### config.mk
export PLATFORM = sky130hd
export DESIGN_NAME = disparity_gap_fill
export DESIGN_NICKNAME = d
export VERILOG_FILES = /design/src/rtl/disparity_pkg.sv /design/src/rtl/raster_pos_counter.sv /design/src/rtl/disparity_gap_fill.sv
export SDC_FILE = /design/constraint.sdc
export NUM_CORES = 1
export LEC_CHECK = 0
export CORE_AREA = 5 5 84 66
export DETAILED_ROUTE_END_ITERATION = 6
export DIE_AREA = 0 0 89 71
export DONT_BUFFER_PORTS = 1
export GPL_TIMING_DRIVEN = 0
export SLEW_MARGIN = 20
export SYNTH_ARGS = -nofsm -noshare
export SYNTH_HDL_FRONTEND = slang
export SYNTH_SLANG_ARGS = --single-unit
### constraint.sdc
create_clock -name i_clk -period 4.4 [get_ports i_clk]
set_input_delay 0.44 -clock i_clk [delete_from_list [all_inputs] [get_ports i_clk]]
set_output_delay 0.44 -clock i_clk [all_outputs]
set_load 0.03 [all_outputs]
### src/rtl/disparity_pkg.sv
// Shared types and constants for the disparity post-processing stream.
//   fill_state_e : gap-fill FSM state (SEED, TRACK, GAP)
//   disparity_t  : disparity word at the default DISP_W
//   DEF_*        : default raster geometry
//   cnt_w()      : counter width that never collapses to zero bits
package disparity_pkg;

  localparam int DEF_IMG_WIDTH  = 640;
  localparam int DEF_IMG_HEIGHT = 480;
  localparam int DEF_DISP_W     = 8;

  typedef logic [DEF_DISP_W-1:0] disparity_t;

  typedef enum logic [1:0] {
    SEED  = 2'd0,   // no reliable pixel yet on this row
    TRACK = 2'd1,   // last pixel was reliable
    GAP   = 2'd2    // inside a run of unreliable pixels
  } fill_state_e;

  function automatic int cnt_w(input int n);
    return (n > 1) ? $clog2(n) : 1;
  endfunction

endpackage

### src/rtl/raster_pos_counter.sv
// Raster position tracker driven by a pixel strobe.
//   clk, rst_n : clock, async active-low reset
//   valid      : one pixel this cycle
//   col, row   : position of the pixel currently on the strobe
//   eol, eof   : combinational flags, high with the last pixel of a row / frame
// Counters only advance on valid cycles, so gaps in the stream are harmless.
module raster_pos_counter
  import disparity_pkg::*;
#(
  parameter  int IMG_WIDTH  = DEF_IMG_WIDTH,
  parameter  int IMG_HEIGHT = DEF_IMG_HEIGHT,
  localparam int COL_W      = cnt_w(IMG_WIDTH),
  localparam int ROW_W      = cnt_w(IMG_HEIGHT)
) (
  input  logic             clk,
  input  logic             rst_n,
  input  logic             valid,
  output logic [COL_W-1:0] col,
  output logic [ROW_W-1:0] row,
  output logic             eol,
  output logic             eof
);

  localparam logic [COL_W-1:0] COL_LAST = COL_W'(IMG_WIDTH - 1);
  localparam logic [ROW_W-1:0] ROW_LAST = ROW_W'(IMG_HEIGHT - 1);

  assign eol = valid && (col == COL_LAST);
  assign eof = eol && (row == ROW_LAST);

  always_ff @(posedge clk or negedge rst_n) begin
    if (!rst_n) begin
      col <= '0;
      row <= '0;
    end else if (valid) begin
      if (col == COL_LAST) begin
        col <= '0;
        row <= (row == ROW_LAST) ? '0 : row + 1'b1;
      end else begin
        col <= col + 1'b1;
      end
    end
  end

endmodule

### src/rtl/disparity_gap_fill.sv
// Fills unreliable disparity pixels with the last reliable value on the same
// scanline, for at most MAX_GAP consecutive pixels. A pixel is reliable when it
// is not homogeneous and its disparity is non-zero. All outputs are registered
// (1-cycle latency); invalid cycles hold o_disparity and clear the flags.
//   i_clk, i_rst_n       : clock, async active-low reset
//   i_pure_disparity     : aligned centre-pixel disparity
//   i_homogeneity        : 1 = homogeneous (unreliable) pixel
//   i_pure_valid         : pixel strobe
//   o_disparity, o_valid : filled disparity and its strobe
//   o_filled             : 1 = o_disparity is substituted
//   o_eol, o_eof         : last pixel of row / frame
// Optional macro DISP_GAP_FILL_STATS_EN adds o_fill_count: number of filled
// pixels in the previous frame, latched on the frame's last pixel.
module disparity_gap_fill
  import disparity_pkg::*;
#(
  parameter  int IMG_WIDTH  = DEF_IMG_WIDTH,
  parameter  int IMG_HEIGHT = DEF_IMG_HEIGHT,
  parameter  int DISP_W     = DEF_DISP_W,
  parameter  int MAX_GAP    = 32,
  localparam int FCW        = $clog2(IMG_WIDTH * IMG_HEIGHT + 1)
) (
  input  logic              i_clk,
  input  logic              i_rst_n,
  input  logic [DISP_W-1:0] i_pure_disparity,
  input  logic              i_homogeneity,
  input  logic              i_pure_valid,
  output logic [DISP_W-1:0] o_disparity,
  output logic              o_valid,
  output logic              o_filled,
  output logic              o_eol,
  output logic              o_eof
`ifdef DISP_GAP_FILL_STATS_EN
  ,
  output logic [FCW-1:0]    o_fill_count
`endif
);

  localparam int              GW      = $clog2(MAX_GAP + 1);
  localparam logic [GW-1:0]   GAP_MAX = GW'(MAX_GAP);

  if (IMG_WIDTH < 2 || MAX_GAP < 1) begin : g_bad_param
    $error("disparity_gap_fill: IMG_WIDTH must be >= 2 and MAX_GAP >= 1");
  end

  logic        eol, eof;
  logic [cnt_w(IMG_WIDTH)-1:0]  col;
  logic [cnt_w(IMG_HEIGHT)-1:0] row;

  raster_pos_counter #(
    .IMG_WIDTH  (IMG_WIDTH),
    .IMG_HEIGHT (IMG_HEIGHT)
  ) u_pos (
    .clk   (i_clk),
    .rst_n (i_rst_n),
    .valid (i_pure_valid),
    .col   (col),
    .row   (row),
    .eol   (eol),
    .eof   (eof)
  );

  // Position is exposed for other consumers; only the flags matter here.
  logic unused_pos;
  assign unused_pos = ^{col, row};

  fill_state_e       state_q, state_d;
  logic [DISP_W-1:0] last_good_q, last_good_d;
  logic [GW-1:0]     gap_q, gap_d;
  logic [DISP_W-1:0] disp_d;
  logic              filled_d;
  logic              good;

  assign good = !i_homogeneity && (i_pure_disparity != '0);

  always_comb begin
    state_d     = state_q;
    last_good_d = last_good_q;
    gap_d       = gap_q;
    disp_d      = i_pure_disparity;
    filled_d    = 1'b0;
    unique case (state_q)
      SEED: begin
        if (good) begin
          last_good_d = i_pure_disparity;
          state_d     = TRACK;
        end else begin
          disp_d   = '0;
          filled_d = 1'b1;
        end
      end
      TRACK: begin
        if (good) begin
          last_good_d = i_pure_disparity;
        end else begin
          disp_d   = last_good_q;
          filled_d = 1'b1;
          gap_d    = GW'(1);
          state_d  = GAP;
        end
      end
      GAP: begin
        if (good) begin
          last_good_d = i_pure_disparity;
          gap_d       = '0;
          state_d     = TRACK;
        end else if (gap_q < GAP_MAX) begin
          disp_d   = last_good_q;
          filled_d = 1'b1;
          gap_d    = gap_q + 1'b1;
        end else begin
          // Gap too long to trust the old value: emit 0, keep counter pinned.
          disp_d   = '0;
          filled_d = 1'b1;
          gap_d    = GAP_MAX;
        end
      end
      default: state_d = SEED;
    endcase
    // The row's last pixel is processed above; nothing carries into the next row.
    if (eol) begin
      state_d     = SEED;
      last_good_d = '0;
      gap_d       = '0;
    end
  end

  always_ff @(posedge i_clk or negedge i_rst_n) begin
    if (!i_rst_n) begin
      state_q     <= SEED;
      last_good_q <= '0;
      gap_q       <= '0;
      o_disparity <= '0;
      o_valid     <= 1'b0;
      o_filled    <= 1'b0;
      o_eol       <= 1'b0;
      o_eof       <= 1'b0;
    end else begin
      o_valid  <= i_pure_valid;
      o_filled <= 1'b0;
      o_eol    <= 1'b0;
      o_eof    <= 1'b0;
      if (i_pure_valid) begin
        state_q     <= state_d;
        last_good_q <= last_good_d;
        gap_q       <= gap_d;
        o_disparity <= disp_d;
        o_filled    <= filled_d;
        o_eol       <= eol;
        o_eof       <= eof;
      end
    end
  end

`ifdef DISP_GAP_FILL_STATS_EN
  logic [FCW-1:0] fill_cnt_q;

  // Total is published together with o_eof and held for the whole next frame.
  always_ff @(posedge i_clk or negedge i_rst_n) begin
    if (!i_rst_n) begin
      fill_cnt_q   <= '0;
      o_fill_count <= '0;
    end else if (i_pure_valid) begin
      if (eof) begin
        o_fill_count <= fill_cnt_q + FCW'(filled_d);
        fill_cnt_q   <= '0;
      end else if (filled_d) begin
        fill_cnt_q <= fill_cnt_q + 1'b1;
      end
    end
  end
`endif

endmodule

Word level (Yosys, flattened, before mapping)
Index checks and enable logic that the tools add are counted.
W data, S select, Z words.
Cells by class
  add/subtract/negate cells: 3
  magnitude comparators: 1
  eq/ne operators: 6
  muxes and demuxes: 23
  reduce and logical (&&, ||, !) cells: 14
Operators by type and width (count)
  $mux W8: 6
  $mux W6: 4
  $pmux W8 S3: 1
  $pmux W6 S2: 1
  $add A10 B1 Y10 const B: 1
  $eq A10 B10 Y1 const B: 1
  $mux W10: 1
  $add A9 B1 Y9 const B: 1
  $eq A9 B9 Y1 const B: 1
  $mux W9: 1
  $reduce_bool A8 Y1: 1
  $add A6 B1 Y6 const B: 1
  $lt A6 B6 Y1 const B: 1
  $mux W2: 3
  $reduce_and A3 Y1: 2
  $mux W1: 5
  $pmux W2 S2: 1
  $reduce_and A2 Y1: 2
  $logic_and A1 B1 Y1: 3
  $ne A3 B1 Y1 const B: 1
  $ne A3 B3 Y1 const B: 1
  $reduce_bool A3 Y1: 1
  $reduce_or A3 Y1: 1
  $eq A2 B1 Y1 const B: 1
  5 further kinds: 5
Word-level totals
  flip-flop bits (word level): 47
  output and inout bits: 12

Logic depth before layout (Yosys ltp)
Gate-level depths: netlist of the first run.
  word-level depth: 5
  depth in mapped cells: 8
  gate-level depth less buffers: 7

Cells and area by module
From an unflattened synthesis of the first run, not the netlist that was laid out.
Unflattened totals
  cell total of the unflattened synthesis: 251
  area, all modules: 2514.9 um^2
By module, submodules not included
  disparity_gap_fill: instances 1, cells an instance 160, area an instance 1556.5 um^2, seq. area each 700.7 um^2
  raster_pos_counter: instances 1, cells an instance 91, area an instance 958.4 um^2, seq. area each 475.5 um^2

Worst setup path after synthesis of the first run
No wires, ideal clock.
  path kind: register -> register
  from: register u_pos.col[0]
  to: register gap_q[5]
  library setup time: 0.121 ns
  data arrival time: 1.578 ns
  setup slack: 2.702 ns
  stages on the path, launching flop included: 8
  path buffers: 0
  cells stage by stage: dfrtp_1 > ha_1 > and4_1 > nand4_4 > inv_4 > a221oi_2 > or3_1 > a21oi_1
On the way
  cells in the longest elaborated chain, start to end: 4
Ends and longest elaborated chain
  start: declaration: line raster_pos_counter.sv:18  | output logic [COL_W-1:0] col,
  start signal: assignment: line raster_pos_counter.sv:39  | col <= col + 1'b1;
  $eq A10 B10 Y1 (*): line raster_pos_counter.sv:27  | assign eol = valid && (col == COL_LAST);
  $logic_and A1 B1 Y1 (*): line raster_pos_counter.sv:27
  $ne A3 B3 Y1 (no line) / $reduce_bool A3 Y1 (equally long branches)
  $reduce_and A3 Y1 (no line)
  end signal: assignment: line disparity_gap_fill.sv:146  | gap_q <= gap_d;
  end: declaration: line disparity_gap_fill.sv:69  | logic [GW-1:0] gap_q, gap_d;
Every way passes the cells marked *; elsewhere a longest branch is shown, timed or not.
A chain may end at the register's enable or synchronous reset.

Worst setup path after layout of the first run
  from: register u_pos.col[0]
  to: register gap_q[3]
The elaborated chain is that of the path after synthesis.

==> results.cfg, run 1 <==
[sta]
relSlewSlack = 0.6289
final.setup.worst_slack_ns = 2.455
finalCriticalPeriod_ns = 1.945
worstMarginPinSlew_ns = 0.5537
finalHoldViolations = 0
fin_hold_ws_ns = 0.1615
finalSetupViolCount = 0
finClkSkew_ns = 0.01054
setup_tns_ns = 0
clock.fmax_mhz = 514.0
grt_setup_unrepaired = no
fin_crit_sh = 0.4421
slew_violations = 0

[floorplanning]
core_area_sq_um = 4707
die_height_microns = 71
num_rows = 22
fp.dieW_microns = 89
start_util = 0.4747
dieArea_sq_um = 6319
boundaryPins = 24

[power]
p_per_area_nw_per_um2 = 413.1
p_sw_w = 0.0002895
sw_frac_of_total = 0.2843
comb_power_share = 0.131
p_int_w = 0.0007289
p_clk_frac = 0.321
vdd_ir_drop_max_mv = 0.1648
leakage_nw = 1.079
seq_power_share = 0.548

[global_route]
grt_pass1_vias = 1641
gr-usage-met3 = 0.04191
grt_usage = 0.1575
globalRouteMet2Util = 0.2216
grt_first_pass_wirelength_mm = 7.838
grt_start_max_net_pins = 48
grt.overflow.total = 0
busiest_layer = met1
antenna_found_initial = 0
grtUsageMet1 = 0.2391

[yosys]
synth_area_per_cell_sq_um = 10.02
async_reset_ff_frac = 1.000
yosysSeqAreaShare = 0.5263
synth-main-ff-cell = dfrtp_1
synthesis.area_sq_um = 2235
syn-instance-count = 223
ys_ff_latch = 47
synth_fp_nets = 238
ys_types = 43
ys_warn_count = 0
synth_edf_count = 0

[placed_design]
dpl_cell_area_sq_um = 2310
dpl.hpwl_mm = 3.116
placedCellCount = 283
place_ws_ns = 2.476
io_buffers = 0
gp_congestion = 0.7589

[cts]
cts_buffers = 5
cts_setup_buffers = 0
clk_path_buf_depth = 2
cts-resized-gates = 0
numClockSinks = 47
root_buffer = clkbuf_8
cts_tree = built
htree_num_levels = 2
clkSlewWorstSetupHoldPaths_ns = 0.09
clkLatencyLatePin_ns = 0.30

[cells_and_area]
nNetsFinal = 247
finalNonFillerCells = 293
syn_to_final_growth_pct = 10.30
finalInstanceArea_sq_um = 2465
drive_above_1_share = 0.09871
diodes = 0

[status]
outcome = finished clean

[setup_path]
critPathCaptureType = register
reg2reg_to = gap_q[3]
cp.arrival_ns = 2.13
r2r_cells = 7
critPathLaunch = u_pos.col[0]
start_kind = register
r2r-start = u_pos.col[0]
rrSetupSlack_ns = 2.45
cp_slowest_cell = dfrtp_1
crit_type = register to register
cp_data_required_time_ns = 4.58
cp_cell_sequence = ha_1 > and4_1 > nand4_4 > inv_4 > nor3_2 > nand2_1 > o311ai_1
cp-endpoint = gap_q[3]
critPathMaxFanout = 6
cpPeakStageDelay_ns = 0.43

[drt]
viasPerCell = 5.549
wire_per_inst_microns = 15.40
dr.pass1.iters = 4
num_vias = 1626
drt-initial-drc-count = 105
drc = 0
wl_mm = 4.512
ant_nets = 0

[min_path]
min_path_cells = 0
hold_path.class = input pin to register

[run]
cap_violations = 0
-- power groups by stage --
stage	combinational [W]	sequential [W]	clock [W]
after detailed placement	0.000122	0.000567	0
after floorplan	0.000101	0.000554	0
after global placement	0.000120	0.000566	0
final	0.000134	0.000558	0.000327
after global routing	0.000160	0.000567	0.000352
after CTS	0.000136	0.000558	0.000337
-- worst min-delay path by stage --
stage | start | end | slack, ns
6_report | i_pure_valid | o_valid | 0.16
5_1_grt | i_pure_valid | o_valid | 0.14
4_1_cts | i_pure_valid | o_valid | 0.15
3_5_place_dp | i_rst_n | u_pos.row[3] | 0.15
3_3_place_gp | i_rst_n | u_pos.row[3] | 0.15
2_1_floorplan | i_rst_n | gap_q[0] | 0.14
-- cells in the final DEF, fill, tap and decap left out, drive strengths merged --
cell type    netlist  final
or3b               1      1
o311ai             1      1
a22o               9      9
a32o               2      2
dlygate4sd3        0      1
clkbuf             2      8
or3                4      4
nor2b              1      1
mux2i              1      1
a21o               3      3
bufinv             0      1
nor2              22     22
o32ai              1      1
a22oi              4      4
a21oi             18     18
xnor2              6      6
xor2               2      2
nor4               3      3
nand3b             1      1
o31ai              3      3
and3               2      2
dfrtp             47     47
a311oi             1      1
inv                9      9
and4bb             1      1
nand4              6      6
and2b              1      1
nand2             27     27
o21ai             13     13
ha                 3      3
clkinv             0      1
buf                4      5
nand3             11     11
nor3               4      4
a221oi             4      4
and4               2      2
nand2b             3      3
a211oi             1      1
-- repair_timing --
action / in CTS / in global routing
hold endpoints to repair: 47 / 0
setup endpoints to repair: 0 / 0
hold buffers: 2 / 0
-- area by class of cell --
type / count / area [sq um]
Clock buffer: 6 / 82.58
Buffer: 6 / 26.28
Tap cell: 60 / 75.07
Fill cell: 411 / 2242
Inverter: 9 / 36.28
Timing Repair Buffer: 2 / 37.54
Clock inverter: 2 / 35.03
Multi-Input combinational cell: 161 / 996.0
Sequential cell: 47 / 1176
-- worst max-delay path, delay by kind of cell (launching register included) --
kind            cells  cell delay, ns
compound gates      1            0.26
buf+inv             1            0.06
flops               1            0.43
simple gates        4            0.84
fa+ha+maj           1            0.24
-- state kept, by name, indices dropped and copies added, names as in the netlist --
| register | cells |
|---|---|
| u_pos.col | 10 |
| u_pos.row | 9 |
| last_good_q | 8 |
| o_disparity | 8 |
| gap_q | 6 |
| state_q | 2 |
| o_eof | 1 |
| o_eol | 1 |
| o_filled | 1 |
| o_valid | 1 |
-- synth_stat cells (3+ instances only) --
cell	count	area share
nor2_1	22	0.037
nand3_1	11	0.025
dfrtp_1	47	0.53
ha_1	3	0.017
a22oi_1	4	0.013
a221oi_1	3	0.012
xnor2_1	6	0.024
a21oi_1	17	0.038
nand4_1	5	0.014
inv_1	8	0.013
nand2_1	27	0.045
or3_1	4	0.011
nand2b_1	3	0.0084
o31ai_1	3	0.010
o21ai_0	13	0.029
buf_2	3	0.0067
a22o_1	9	0.035
-- metal layers --
layer / share of wire / routed length (microns)
met1: 0.51 / 2314
met4: 0.0064 / 29
met3: 0.047 / 212
met5: 0 / 0
met2: 0.43 / 1955
-- metrics by stage --
| step | power, W | utilization |
|---|---|---|
| floorplan | 0.0006549 | - |
| global placement | 0.0006856 | 0.4907 |
| detailed placement | 0.0006887 | 0.4907 |
| CTS | 0.001031 | 0.5237 |
| global route | 0.001079 | 0.5237 |
| finish | 0.001018 | 0.5237 |
-- cells by family (layout without fill, tap and decap cells) --
| group | Yosys count | count (layout) | share of synthesized area |
|---|---|---|---|
| flip-flops | 47 | 47 | 0.5263 |
| multiplexers | 1 | 1 | 0.004479 |
| buffers and inverters | 15 | 25 | 0.02800 |
| AND/OR/NAND/NOR | 89 | 89 | 0.2100 |
| adder cells (fa/ha/maj) | 3 | 3 | 0.01680 |
| AO/OA/AOI/OAI | 60 | 60 | 0.1831 |
| XOR/XNOR | 8 | 8 | 0.03136 |
Power figures use the tool's default switching activity.
==> run 2, diff against run 1 <==
clock period = 1.95 ns   (was 4.4 ns; I/O delays follow)
==> results.cfg, run 2 (synthesis results as in run 1) <==
[status]
outcome = finished clean

[cts]
clkSlewWorstSetupHoldPaths_ns = 0.09
root_buffer = clkbuf_8
numClockSinks = 47
clk_path_buf_depth = 2
clkLatencyLatePin_ns = 0.30
cts_buffers = 5
htree_num_levels = 2
cts_tree = built

[global_route]
grt_pass1_vias = 1661
grt.overflow.total = 0
grt_usage = 0.1607
antenna_found_initial = 0
grt_start_max_net_pins = 48
grt_first_pass_wirelength_mm = 8.004

[setup_path]
cp_cell_sequence = ha_1 > and4_2 > nand4_4 > clkbuf_1 > or3_1 > o21ai_0
critPathMaxFanout = 10
cp_data_required_time_ns = 2.16
r2r_cells = 6
rrSetupSlack_ns = 0.11
reg2reg_to = u_pos.row[7]
cp.arrival_ns = 2.06
critPathCaptureType = register
cp_slowest_cell = dfrtp_1
start_kind = register
cpPeakStageDelay_ns = 0.38
crit_type = register to register
r2r-start = u_pos.col[0]

[floorplanning]
dieArea_sq_um = 6319
core_area_sq_um = 4707
boundaryPins = 24
die_height_microns = 71
start_util = 0.4747
num_rows = 22
fp.dieW_microns = 89

[cells_and_area]
drive_above_1_share = 0.1224
nNetsFinal = 251
diodes = 0
syn_to_final_growth_pct = 13.83
regMostFlops = u_pos.col
top_regs = u_pos.col x10, u_pos.row x9
largest_register_ffs = 10
final_common_cell = dfrtp_1
mostFrequentLayoutCells = 47 x dfrtp_1, 27 x nand2_1, 22 x nor2_1
final_core_util = 0.5404

[min_path]
hold_path.class = input pin to register
hp-start = i_pure_disparity[5]
min_path_cells = 1
whs_endpoint = last_good_q[5]

[sta]
relSlewSlack = 0.5767
slew_violations = 0
fin_crit_sh = 0.9441
finalCriticalPeriod_ns = 1.841
finalSetupViolCount = 0
fin_hold_ws_ns = 0.02600
finClkSkew_ns = 0.009547
finalHoldViolations = 0
clock.fmax_mhz = 543.2
worstMarginPinSlew_ns = 0.6349
grt_setup_unrepaired = yes

[drt]
wl_mm = 4.688
num_vias = 1660
drc = 0
ant_nets = 0
drt-initial-drc-count = 85
viasPerCell = 5.589
dr.pass1.iters = 4
wire_per_inst_microns = 15.78

[placed_design]
dpl.hpwl_mm = 3.116
io_buffers = 0
gp_congestion = 0.7589

[power]
vdd_ir_drop_max_mv = 0.3992
p_per_area_nw_per_um2 = 919.7
leakage_nw = 1.098

[run]
cap_violations = 0
[run 2: metal layers]
layer | track usage | share of wire | vias to the layer above
met5 | 0 | 0 | -
met4 | 0.04132 | 0.0034 | 0
met3 | 0.04191 | 0.045 | 3
met2 | 0.2306 | 0.44 | 29
met1 | 0.2408 | 0.51 | 790
li1 | - | - | 838
[run 2: power by group]
part           total (W)  internal [W]  switching (W)
logic           0.000341      0.000155       0.000186
clock network   0.000743      0.000415       0.000328
registers        0.00126       0.00110       0.000159
total            0.00234       0.00167       0.000673
[run 2: timing repair]
| action | 4_1_cts | 5_1_grt |
|---|---|---|
| buffers inserted | 0 | 3 |
| endpoints found under the hold margin | 48 | 0 |
| resized for setup | 2 | 6 |
| hold buffers | 3 | 0 |
| endpoints found under the setup margin | 1 | 22 |
[run 2: critical path: cells and delay by family (launching register included)]
kind	cells	cell delay, ns
AOI/OAI and AO/OA	1	0.09
adders and majority gates	1	0.19
buffers and inverters	1	0.26
DFF	1	0.38
and+or+nand+nor	3	0.82
[run 2: stage by stage]
stage          setup WS (ns)  instance area, sq um  std cells  TNS [ns]  power, W
2_1_floorplan         0.2515                  2235        223         0  0.001478
3_3_place_gp         0.01644                  2310        283         0  0.001547
3_5_place_dp         0.02625                  2310        283         0  0.001554
4_1_cts              0.03677                  2492        294         0  0.002335
5_1_grt             -0.02305                  2544        297  -0.04277  0.002472
6_report              0.1089                  2544        297         0  0.002339
[run 2: area by class of cell]
cell class | count | area, sq um
clock inverters | 2 | 35.03
fillers | 408 | 2163
repair buffers | 6 | 70.07
clock buffers | 6 | 82.58
multi-input cells | 161 | 1040
inverters | 9 | 38.79
flip-flops and latches | 47 | 1176
well taps | 60 | 75.07
plain buffers | 6 | 26.28
[run 2: worst max path at each step]
stage,startpoint,to,slack (ns)
6_report,u_pos.col[0],u_pos.row[7],0.11
3_5_place_dp,u_pos.col[0],gap_q[5],0.03
5_1_grt,u_pos.col[0],gap_q[5],-0.02
3_3_place_gp,u_pos.col[0],gap_q[5],0.02
4_1_cts,u_pos.col[0],last_good_q[3],0.04
2_1_floorplan,u_pos.col[0],gap_q[5],0.25
